[config.mk]
export PLATFORM = sky130hd
export DESIGN_NAME = buff_uart_host_flat
export DESIGN_NICKNAME = d
export VERILOG_FILES = /design/src/rtl/buff_uart_host_if.sv /design/src/rtl/buff_uart_host.sv /design/src/flat_wrapper.sv
export SDC_FILE = /design/constraint.sdc
export NUM_CORES = 1
export LEC_CHECK = 0
export ABC_AREA = 1
export ABC_CLOCK_PERIOD_IN_PS = 1500
export BUFFER_PORTS_ARGS = -buffer_cell sky130_fd_sc_hd__buf_2
export CELL_PAD_IN_SITES_DETAIL_PLACEMENT = 0
export CELL_PAD_IN_SITES_GLOBAL_PLACEMENT = 1
export CORE_MARGIN = 4
export CORE_UTILIZATION = 33
export CTS_CLUSTER_DIAMETER = 100
export DETAILED_ROUTE_END_ITERATION = 10
export PLACE_DENSITY_LB_ADDON = 0.1
export RECOVER_POWER = 25
export SYNTH_ARGS = -nofsm -noshare
export SYNTH_HDL_FRONTEND = slang
export SYNTH_SLANG_ARGS = --single-unit
[constraint.sdc]
create_clock -name clock -period 1.5 [get_ports clock]
set_clock_uncertainty 0.1 [all_clocks]
set_input_delay 0.15 -clock clock [delete_from_list [all_inputs] [get_ports clock]]
set_output_delay 0.15 -clock clock [all_outputs]
set_load 0.005 [all_outputs]
[src/rtl/buff_uart_host_if.sv]
// rtl/buff_uart_host_if.sv - peripheral bus and byte-stream signals of buff_uart_host
interface buff_uart_host_if #(
  parameter int width         = 8,
  parameter int address_width = 4
);
  logic [address_width-1:0] active_address;
  logic                     read_enable;
  logic                     write_enable;
  logic [width-1:0]         bus_data_out;
  logic [width-1:0]         bus_data_in;
  logic [width-1:0]         s_data;
  logic                     s_valid;
  logic                     s_ready;
  logic [width-1:0]         m_data;
  logic                     m_valid;
  logic                     m_ready;

  modport master (
    output active_address, read_enable, write_enable, bus_data_out, s_ready, m_data, m_valid,
    input  bus_data_in, s_data, s_valid, m_ready
  );

  modport slave (
    input  active_address, read_enable, write_enable, bus_data_out, s_ready, m_data, m_valid,
    output bus_data_in, s_data, s_valid, m_ready
  );
endinterface

[src/rtl/buff_uart_host.sv]
// rtl/buff_uart_host.sv - status-polling bus initiator for the buffered UART
// BUFF_UART_HOST_STATS_EN adds rx_count, tx_count and sticky overrun outputs.
module buff_uart_host #(
  parameter int width          = 8,
  parameter int address_width  = 4,
  parameter int rx_address     = 1,
  parameter int tx_address     = 2,
  parameter int status_address = 3,
  parameter int poll_interval  = 16
) (
  input  logic             clock,
  input  logic             reset,
  buff_uart_host_if.master bus
`ifdef BUFF_UART_HOST_STATS_EN
  ,
  output logic [15:0]      rx_count,
  output logic [15:0]      tx_count,
  output logic             overrun
`endif
);
  localparam logic [2:0] IDLE    = 3'd0;
  localparam logic [2:0] ST_REQ  = 3'd1;
  localparam logic [2:0] ST_CAP  = 3'd2;
  localparam logic [2:0] RX_REQ  = 3'd3;
  localparam logic [2:0] RX_CAP  = 3'd4;
  localparam logic [2:0] TX_PUSH = 3'd5;

  localparam int                       cnt_w       = (poll_interval > 1) ? $clog2(poll_interval) : 1;
  localparam logic [cnt_w-1:0]         poll_last   = cnt_w'(poll_interval - 1);
  localparam logic [address_width-1:0] rx_addr     = address_width'(rx_address);
  localparam logic [address_width-1:0] tx_addr     = address_width'(tx_address);
  localparam logic [address_width-1:0] status_addr = address_width'(status_address);

  logic [2:0]               state;
  logic [cnt_w-1:0]         poll_cnt;
  logic                     repoll;
  logic                     prio_tx;
  logic [address_width-1:0] address_q;
  logic [width-1:0]         data_out_q;
  logic [width-1:0]         m_data_q;
  logic                     m_valid_q;
  logic                     rx_empty;
  logic                     tx_full;
  logic                     rx_ok;
  logic                     tx_ok;
  logic                     take_rx;

  // status word is only meaningful in ST_CAP, one cycle after the status strobe
  assign rx_empty = bus.bus_data_in[3];
  assign tx_full  = bus.bus_data_in[0];
  assign rx_ok    = !rx_empty && !m_valid_q;
  assign tx_ok    = !tx_full && bus.s_valid;
  assign take_rx  = rx_ok && (!tx_ok || !prio_tx);

  always_ff @(posedge clock) begin
    if (reset) begin
      state      <= IDLE;
      poll_cnt   <= '0;
      repoll     <= 1'b0;
      prio_tx    <= 1'b0;
      address_q  <= '0;
      data_out_q <= '0;
      m_data_q   <= '0;
      m_valid_q  <= 1'b0;
    end else begin
      if (m_valid_q && bus.m_ready) m_valid_q <= 1'b0;
      case (state)
        IDLE: begin
          if (repoll || poll_cnt == poll_last) begin
            state     <= ST_REQ;
            poll_cnt  <= '0;
            repoll    <= 1'b0;
            address_q <= status_addr;
          end else begin
            poll_cnt <= poll_cnt + cnt_w'(1);
          end
        end
        ST_REQ: state <= ST_CAP;
        ST_CAP: begin
          if (rx_ok && tx_ok) prio_tx <= !prio_tx;
          if (take_rx) begin
            state     <= RX_REQ;
            address_q <= rx_addr;
          end else if (tx_ok) begin
            state      <= TX_PUSH;
            address_q  <= tx_addr;
            data_out_q <= bus.s_data;
          end else begin
            state <= IDLE;
          end
        end
        RX_REQ: state <= RX_CAP;
        RX_CAP: begin
          m_data_q  <= bus.bus_data_in;
          m_valid_q <= 1'b1;
          repoll    <= 1'b1;
          state     <= IDLE;
        end
        TX_PUSH: begin
          repoll <= 1'b1;
          state  <= IDLE;
        end
        default: state <= IDLE;
      endcase
    end
  end

  assign bus.active_address = address_q;
  assign bus.write_enable   = (state == ST_REQ) || (state == RX_REQ);
  assign bus.read_enable    = (state == TX_PUSH);
  assign bus.s_ready        = (state == TX_PUSH);
  assign bus.bus_data_out   = data_out_q;
  assign bus.m_data         = m_data_q;
  assign bus.m_valid        = m_valid_q;

`ifdef BUFF_UART_HOST_STATS_EN
  always_ff @(posedge clock) begin
    if (reset) begin
      rx_count <= 16'd0;
      tx_count <= 16'd0;
      overrun  <= 1'b0;
    end else begin
      if (state == RX_CAP)  rx_count <= rx_count + 16'd1;
      if (state == TX_PUSH) tx_count <= tx_count + 16'd1;
      if (state == ST_CAP && bus.bus_data_in[2]) overrun <= 1'b1;
    end
  end
`endif
endmodule

[src/flat_wrapper.sv]
// flat-port wrapper written by rule: the top's interface ports become plain ports
module buff_uart_host_flat 
#(
  parameter int width          = 8,
  parameter int address_width  = 4,
  parameter int rx_address     = 1,
  parameter int tx_address     = 2,
  parameter int status_address = 3,
  parameter int poll_interval  = 16
)
  (clock, reset, bus_active_address, bus_read_enable, bus_write_enable, bus_bus_data_out, bus_s_ready, bus_m_data, bus_m_valid, bus_bus_data_in, bus_s_data, bus_s_valid, bus_m_ready);
  buff_uart_host_if #(.width(width), .address_width(address_width)) bus_i ();
  input  logic clock;
  input  logic reset;
  output wire logic [$bits(bus_i.active_address)-1:0] bus_active_address;
  output wire logic [$bits(bus_i.read_enable)-1:0] bus_read_enable;
  output wire logic [$bits(bus_i.write_enable)-1:0] bus_write_enable;
  output wire logic [$bits(bus_i.bus_data_out)-1:0] bus_bus_data_out;
  output wire logic [$bits(bus_i.s_ready)-1:0] bus_s_ready;
  output wire logic [$bits(bus_i.m_data)-1:0] bus_m_data;
  output wire logic [$bits(bus_i.m_valid)-1:0] bus_m_valid;
  input wire logic [$bits(bus_i.bus_data_in)-1:0] bus_bus_data_in;
  input wire logic [$bits(bus_i.s_data)-1:0] bus_s_data;
  input wire logic [$bits(bus_i.s_valid)-1:0] bus_s_valid;
  input wire logic [$bits(bus_i.m_ready)-1:0] bus_m_ready;
  assign bus_active_address = bus_i.active_address;
  assign bus_read_enable = bus_i.read_enable;
  assign bus_write_enable = bus_i.write_enable;
  assign bus_bus_data_out = bus_i.bus_data_out;
  assign bus_s_ready = bus_i.s_ready;
  assign bus_m_data = bus_i.m_data;
  assign bus_m_valid = bus_i.m_valid;
  assign bus_i.bus_data_in = bus_bus_data_in;
  assign bus_i.s_data = bus_s_data;
  assign bus_i.s_valid = bus_s_valid;
  assign bus_i.m_ready = bus_m_ready;
  buff_uart_host #(.width(width), .address_width(address_width), .rx_address(rx_address), .tx_address(tx_address), .status_address(status_address), .poll_interval(poll_interval)) u_core (.clock(clock), .reset(reset), .bus(bus_i));
endmodule
==> key figures, run 1 <==
Outcome
  – Outcome: completed

Clock tree
  – Total CTS buffers: 3
  – Clock-pin slew on the worst setup and hold paths: 140 ps
  – CTS sink count: 28
  – Worst-Skew Late Latency: 320 ps
  – TritonCTS clock tree: done
  – Clock Path Buffers: 2
  – Htree depth: 1
  – CTS Root Cell: clkbuf_4

Critical path
  – CP Launch Type: flip-flop
  – FF-to-FF Start: u_core.state[1]
  – Critical path depth in cells: 4
  – Crit path buf inv count: 2
  – Required @ worst endpoint: 1250 ps
  – Depth of the most critical reg-to-reg path: 5
  – Worst R2R Setup Slack: 180 ps
  – Critical Path End: bus_s_ready
  – Crit. Startpoint: u_core.state[1]
  – Worst stage delay on the critical path: 480 ps
  – Slowest-stage cell, CP: dfxtp_1
  – Crit path arrival time: 1150 ps
  – CP delay by family, top: flip-flops
  – Critical Path Sink Type: primary output
  – WS Path Type: flip-flop to primary output
  – Worst-path cell chain: inv_1, nand2_1, nor2_1, buf_2
  – Critical-path maximum fanout: 5
  – Reg2reg end: u_core.bus.bus_data_out[5]

Synthesis
  – Largest cells by area after synthesis: dfxtp_1 48%, nor2_1 13%, o21ai_0 8.1%, nand2_1 5.1%, a21oi_1 3.8%
  – Gate Count Post-Synth: 153
  – Synthesized flop and latch total: 28
  – Mapped Area: 1170 sq um
  – Post-synthesis cell type count: 25
  – Mean post-synth cell area: 7.67 sq um
  – Seq/Total Area, Yosys: 47.8%
  – Post-synth top area share: 47.8%
  – YS warnings: 0
  – Area leader, netlist: dfxtp_1

Timing
  – # setup viols final: 0
  – Fmax: 714 MHz
  – Final Hold Viols: 0
  – Tcrit/Tclk final: 93.3%
  – Setup TNS Final: 0 ps
  – Fin. max-slew vios: 0
  – Setup slack after layout: 100 ps
  – Crit path time final: 1400 ps

Floorplan
  – # rows: 21
  – Core area: 3390 sq um
  – Die H: 67.6 microns
  – Io pins: 44
  – Die width: 67.6 microns
  – Die Area: 4570 sq um
  – Starting Density: 34.6%

Power
  – Lkg Pwr: 0.716 nW
  – IR drop worst, VDD: 286 uV
  – Design Power: 1.26 mW
  – Pwr Density: 776 nW/um^2

Drt
  – DRC: 0
  – DR vias/cell: 4.34
  – Wire per inst: 11.2 microns
  – Post-route ant nets: 0
  – Via count: 1124
  – DRT Pass-1 Iters: 4
  – Post-Route WL: 2900 microns
  – Iteration-0 DRC Markers: 21

Global route
  – Largest net degree at the start of global routing: 16
  – Initial antenna violation count: 0
  – Grt total ovfl: 0
  – Vias in the first global route: 1083
  – First-pass GRT wire length: 4770 microns
  – Global Route Usage Sum: 13.8%

Placement
  – Input/output buffers: 41
  – Post-Place Cell Area: 1410 sq um
  – GPL Wtd Cong: 0.753
  – Pre-CTS setup slack: 213 ps
  – Post-DP HPWL: 2080 microns

Finish
  – Fin area: 1620 sq um
  – Antenna fix cells: 0
  – Syn-to-layout area delta: 38.3%
  – Final nets: 235
  – Layout cells sized above 1: 27.2%

Job
  – Max cap viols: 0

Min path
  – Hold crit path type: input port to flip-flop
## sequential cells by signal, indices dropped and copies added, names as in the netlist
signal,cells
u_core.state,3
u_core.poll_cnt,4
u_core.repoll,1
u_core.prio_tx,1
u_core.bus.m_data,8
u_core.bus.bus_data_out,8
u_core.bus.active_address,2
u_core.bus.m_valid,1
## layout by cell type (no fill, tap or decap), types with 4 or more instances in the layout
master         synthesis  layout
nor2_1                41      41
dlygate4sd3_1          0      17
buf_2                  1      36
o21ai_0               19      19
clkbuf_1               0       5
nand2_1               16      16
inv_1                 10       9
nand3_1                5       5
inv_2                  4       4
a21oi_1                9       9
dfxtp_1               28      28
## per-layer routing
metal	up-vias	track usage, %	routed length, microns
met1	494	16.6	1330
li1	601	-	-
met4	0	5.32	27
met3	2	2.50	142
met5	-	0	0
met2	27	23.9	1390
## tightest hold or removal path: cells and delay by family
family | cells | cell delay, ps
buf+inv | 1 | 80
simple gates | 3 | 190
## where the power goes
group	switching, mW	internal, mW	total [mW]
clock network	0.214	0.148	0.362
registers	0.0117	0.759	0.771
logic	0.0562	0.0704	0.127
## cell usage after synthesis, drive strengths merged
library cell and number:
nor2 43, dfxtp 28, o21ai 21, nand2 19
inv 14, a21oi 9, buf 6, nand3 6
clkinv 2, a211oi 1, conb 1, ha 1
or2 1, xnor2 1
## how the worst min path moves through the flow
stage	endpoint	cells after the start	slack, ps	from
after detailed placement	u_core.bus.m_data[4]	3	310	bus_bus_data_in[4]
after floorplan	u_core.bus.active_address[0]	1	120	reset
after global routing	u_core.bus.m_valid	4	-0.4	bus_m_ready
final	u_core.bus.m_valid	4	20	bus_m_ready
after global placement	u_core.bus.bus_data_out[6]	3	300	bus_s_data[6]
after CTS	u_core.bus.m_valid	4	10	bus_m_ready
## stage by stage
stage               util, %  hold slack, ps  instances
floorplan                 -             119        154
global placement       41.5             303        236
detailed placement     41.5             306        236
CTS                    47.5            14.7        257
global route           47.9          -0.394        259
finish                 47.9            18.9        259
## logic make-up after synthesis
| kind of cell | Yosys count | share of synthesized area [%] |
|---|---|---|
| AOI/OAI and AO/OA | 31 | 14.7 |
| and+or+nand+nor | 69 | 26.1 |
| DFF | 28 | 47.8 |
| xor gates and xnor gates | 1 | 0.746 |
| adders and majority gates | 1 | 1.07 |
| buffers and inverters | 22 | 9.27 |
| other | 1 | 0.320 |
## timing repair
action	CTS	global route
hold endpoints to repair	22	0
endpoints found under the setup margin	0	6
resized for setup	0	1
hold buffers	17	0
buffers inserted	0	1
## final cells by class
class                           instances  area, sq um
Inverter                               16         70.1
Clock buffer                            4         36.3
Sequential cell                        28          561
Fill cell                             349         1770
Multi-Input combinational cell        105          514
Tap cell                               46         57.6
Timing Repair Buffer                   60          384
No activity file was read; power rests on OpenSTA's default activity.
==> run 2: changes to the inputs <==
--- a/config.mk
+++ b/config.mk
@@ -14,8 +14,10 @@
 export CORE_UTILIZATION = 33
 export CTS_CLUSTER_DIAMETER = 100
 export DETAILED_ROUTE_END_ITERATION = 10
+export MAX_ROUTING_LAYER = met4
 export PLACE_DENSITY_LB_ADDON = 0.1
 export RECOVER_POWER = 25
 export SYNTH_ARGS = -nofsm -noshare
 export SYNTH_HDL_FRONTEND = slang
 export SYNTH_SLANG_ARGS = --single-unit
+export TNS_END_PERCENT = 10
==> run 2 against run 1 <==
Combinational power hardly changed. Sequential share of layout area is 0.32 points higher. First-iteration DRC count is 9.5% lower. Register-to-register slack hardly changed. Utilization is 0.44 points lower. Clock power hardly changed. Die area stayed put. Worst hold slack worse by 3.2 ps. Largest cell class unchanged.
==> key figures, run 2 (synthesis gave the netlist of run 1 again) <==
Power
  – Pwr Density: 784 nW/um^2 (was 776 nW/um^2)
  – Clock power frac: 28.9% (was 28.7%)
  – Sequential power share: 61.1% (was 61.2%)
  – Logic pwr share: 10.0% (was 10.1%)
  – Power Internal: 0.978 mW (about the same)
  – IR drop worst, VDD: 285 uV (was 286 uV)
  – Switching Share: 22.4% (about the same)
  – Lkg Pwr: 0.706 nW (was 0.716 nW)
  – Psw: 0.283 mW (was 0.282 mW)

Timing
  – Setup TNS Final: 0 ps (unchanged)
  – # setup viols final: 0 (unchanged)
  – RSZ-0062 raised after global routing: false
  – Fin. max-slew vios: 0 (unchanged)
  – Fmax: 712 MHz (was 714 MHz)
  – Tcrit/Tclk final: 93.6% (was 93.3%)
  – Crit path time final: 1400 ps (about the same)
  – Final Hold Viols: 0 (unchanged)

Min path
  – Hold crit path type: input port to flip-flop (unchanged)
  – Endpoint, Worst Hold: u_core.bus.m_valid (unchanged)
  – Hold Startpoint: bus_m_ready (unchanged)
  – Worst hold stages: 4 (unchanged)

Clock tree
  – Total CTS buffers: 3 (unchanged)
  – Worst-Skew Late Latency: 320 ps (about the same)
  – CTS Root Cell: clkbuf_4 (unchanged)
  – TritonCTS clock tree: done (unchanged)
  – Post-CTS Setup Inserts: 0 (unchanged)
  – Clock-pin slew on the worst setup and hold paths: 140 ps (about the same)
  – CTS sink count: 28 (unchanged)
  – Htree depth: 1 (unchanged)
  – Clock Path Buffers: 2 (unchanged)

Critical path
  – Critical Path Sink Type: primary output (unchanged)
  – Worst R2R Setup Slack: 180 ps (about the same)
  – Slowest-stage cell, CP: dfxtp_1 (unchanged)
  – Required @ worst endpoint: 1250 ps (about the same)
  – WS Path Type: flip-flop to primary output (unchanged)
  – CP delay by family, top: flip-flops (unchanged)
  – FF-to-FF Start: u_core.poll_cnt[0] (was u_core.state[1])
  – CP Launch Type: flip-flop (unchanged)
  – Critical-path maximum fanout: 5 (unchanged)
  – Worst-path cell chain: inv_1, nand2_1, nor2_1, buf_2 (unchanged)
  – Crit path buf inv count: 2 (unchanged)
  – Depth of the most critical reg-to-reg path: 8 (was 5)
  – Crit path arrival time: 1150 ps (about the same)
  – Reg2reg end: u_core.bus.active_address[0] (was u_core.bus.bus_data_out[5])
  – Worst stage delay on the critical path: 480 ps (about the same)

Floorplan
  – Core area: 3390 sq um (unchanged)
  – Io pins: 44 (unchanged)
  – Die Area: 4570 sq um (unchanged)
  – Die H: 67.6 microns (unchanged)
  – # rows: 21 (unchanged)
  – Die width: 67.6 microns (unchanged)
  – Starting Density: 34.6% (unchanged)

Placement
  – Post-DP HPWL: 2080 microns (unchanged)
  – Post-Place Cell Area: 1410 sq um (unchanged)
  – Input/output buffers: 41 (unchanged)
  – GPL Wtd Cong: 0.762 (was 0.753)

Drt
  – Post-route ant nets: 0 (unchanged)
  – Wire per inst: 11.1 microns (was 11.2 microns)
  – DRT Pass-1 Iters: 4 (unchanged)
  – Post-Route WL: 2840 microns (was 2900 microns)
  – Via count: 1117 (was 1124)
  – Iteration-0 DRC Markers: 19 (was 21)
  – DRC: 0 (unchanged)
  – DR vias/cell: 4.35 (was 4.34)

Finish
  – Fin area: 1610 sq um (was 1620 sq um)
  – Layout cells sized above 1: 26.5% (was 27.2%)
  – Commonest non-fill, non-tap cells in the layout: 41 x nor2_1, 35 x buf_2, 28 x dfxtp_1 (was 41 x nor2_1, 36 x buf_2, 28 x dfxtp_1)
  – Final nets: 233 (was 235)
  – Syn-to-layout area delta: 37.0% (was 38.3%)
  – Commonest non-fill, non-tap cell in the layout: nor2_1 (unchanged)
  – Fin util: 47.4% (was 47.9%)
  – Antenna fix cells: 0 (unchanged)

Global route
  – Initial antenna violation count: 0 (unchanged)
  – Global Route Usage Sum: 14.2% (was 13.8%)
  – Largest net degree at the start of global routing: 16 (unchanged)
  – First-pass GRT wire length: 4770 microns (unchanged)
  – Vias in the first global route: 1083 (unchanged)
  – Grt total ovfl: 0 (unchanged)

Outcome
  – Outcome: completed (unchanged)

Job
  – Max cap viols: 0 (unchanged)
-- run 2: stage by stage --
step | setup WS (ps) | instances | power (mW) | hold slack (ps)
after floorplan | 347 | 154 | 0.840 | 119
after global placement | 263 | 236 | 0.874 | 303
after detailed placement | 213 | 236 | 0.877 | 306
after CTS | 75.3 | 257 | 1.28 | 14.7
after global routing | 6.99 | 257 | 1.33 | 6.74
final | 95.5 | 257 | 1.26 | 15.8
-- run 2: final cells by class --
cell class | count | area, sq um
clock buffers | 4 | 36.3
inverters | 16 | 70.1
multi-input cells | 104 | 508
repair buffers | 59 | 375
fillers | 351 | 1780
flip-flops and latches | 28 | 561
well taps | 46 | 57.6
-- run 2: worst max path at each step --
| stage | startpoint | to | slack, ps | depth (start not counted) |
|---|---|---|---|---|
| 4_1_cts | u_core.state[1] | bus_s_ready | 80 | 4 |
| 2_1_floorplan | u_core.poll_cnt[0] | u_core.bus.active_address[1] | 350 | 7 |
| 6_report | u_core.state[1] | bus_s_ready | 100 | 4 |
| 5_1_grt | u_core.state[1] | bus_s_ready | 7 | 4 |
| 3_3_place_gp | u_core.state[0] | u_core.bus.bus_data_out[0] | 260 | 7 |
| 3_5_place_dp | u_core.state[1] | u_core.bus.bus_data_out[5] | 210 | 5 |
-- run 2: power by group through the flow --
stage / logic, mW / registers, mW / clock network (mW)
2_1_floorplan: 0.0558 / 0.784 / 0
3_3_place_gp: 0.0886 / 0.785 / 0
3_5_place_dp: 0.0904 / 0.787 / 0
4_1_cts: 0.124 / 0.771 / 0.382
5_1_grt: 0.144 / 0.775 / 0.413
6_report: 0.126 / 0.771 / 0.364
-- run 2: timing repair --
action	CTS	global route
hold buffers	17	0
hold endpoints to repair	22	0
gates resized for setup	0	2
endpoints found under the setup margin	0	6
-- run 2: worst reg2reg max path, cell delays in order, from the launching register on --
cell and delay, ps:
dfxtp_1 360, ha_1 210, nand3_1 90, nand2_1 50
inv_1 70, nand2_1 110, nand2_1 110, nand2_1 50
a21oi_1 110
-- run 2: per-layer routing --
metal  routed length (microns)  global-route usage [%]
met5                         0                       -
met4                        27                    5.32
met3                       140                    2.33
met2                      1360                    23.9
met1                      1320                    16.8
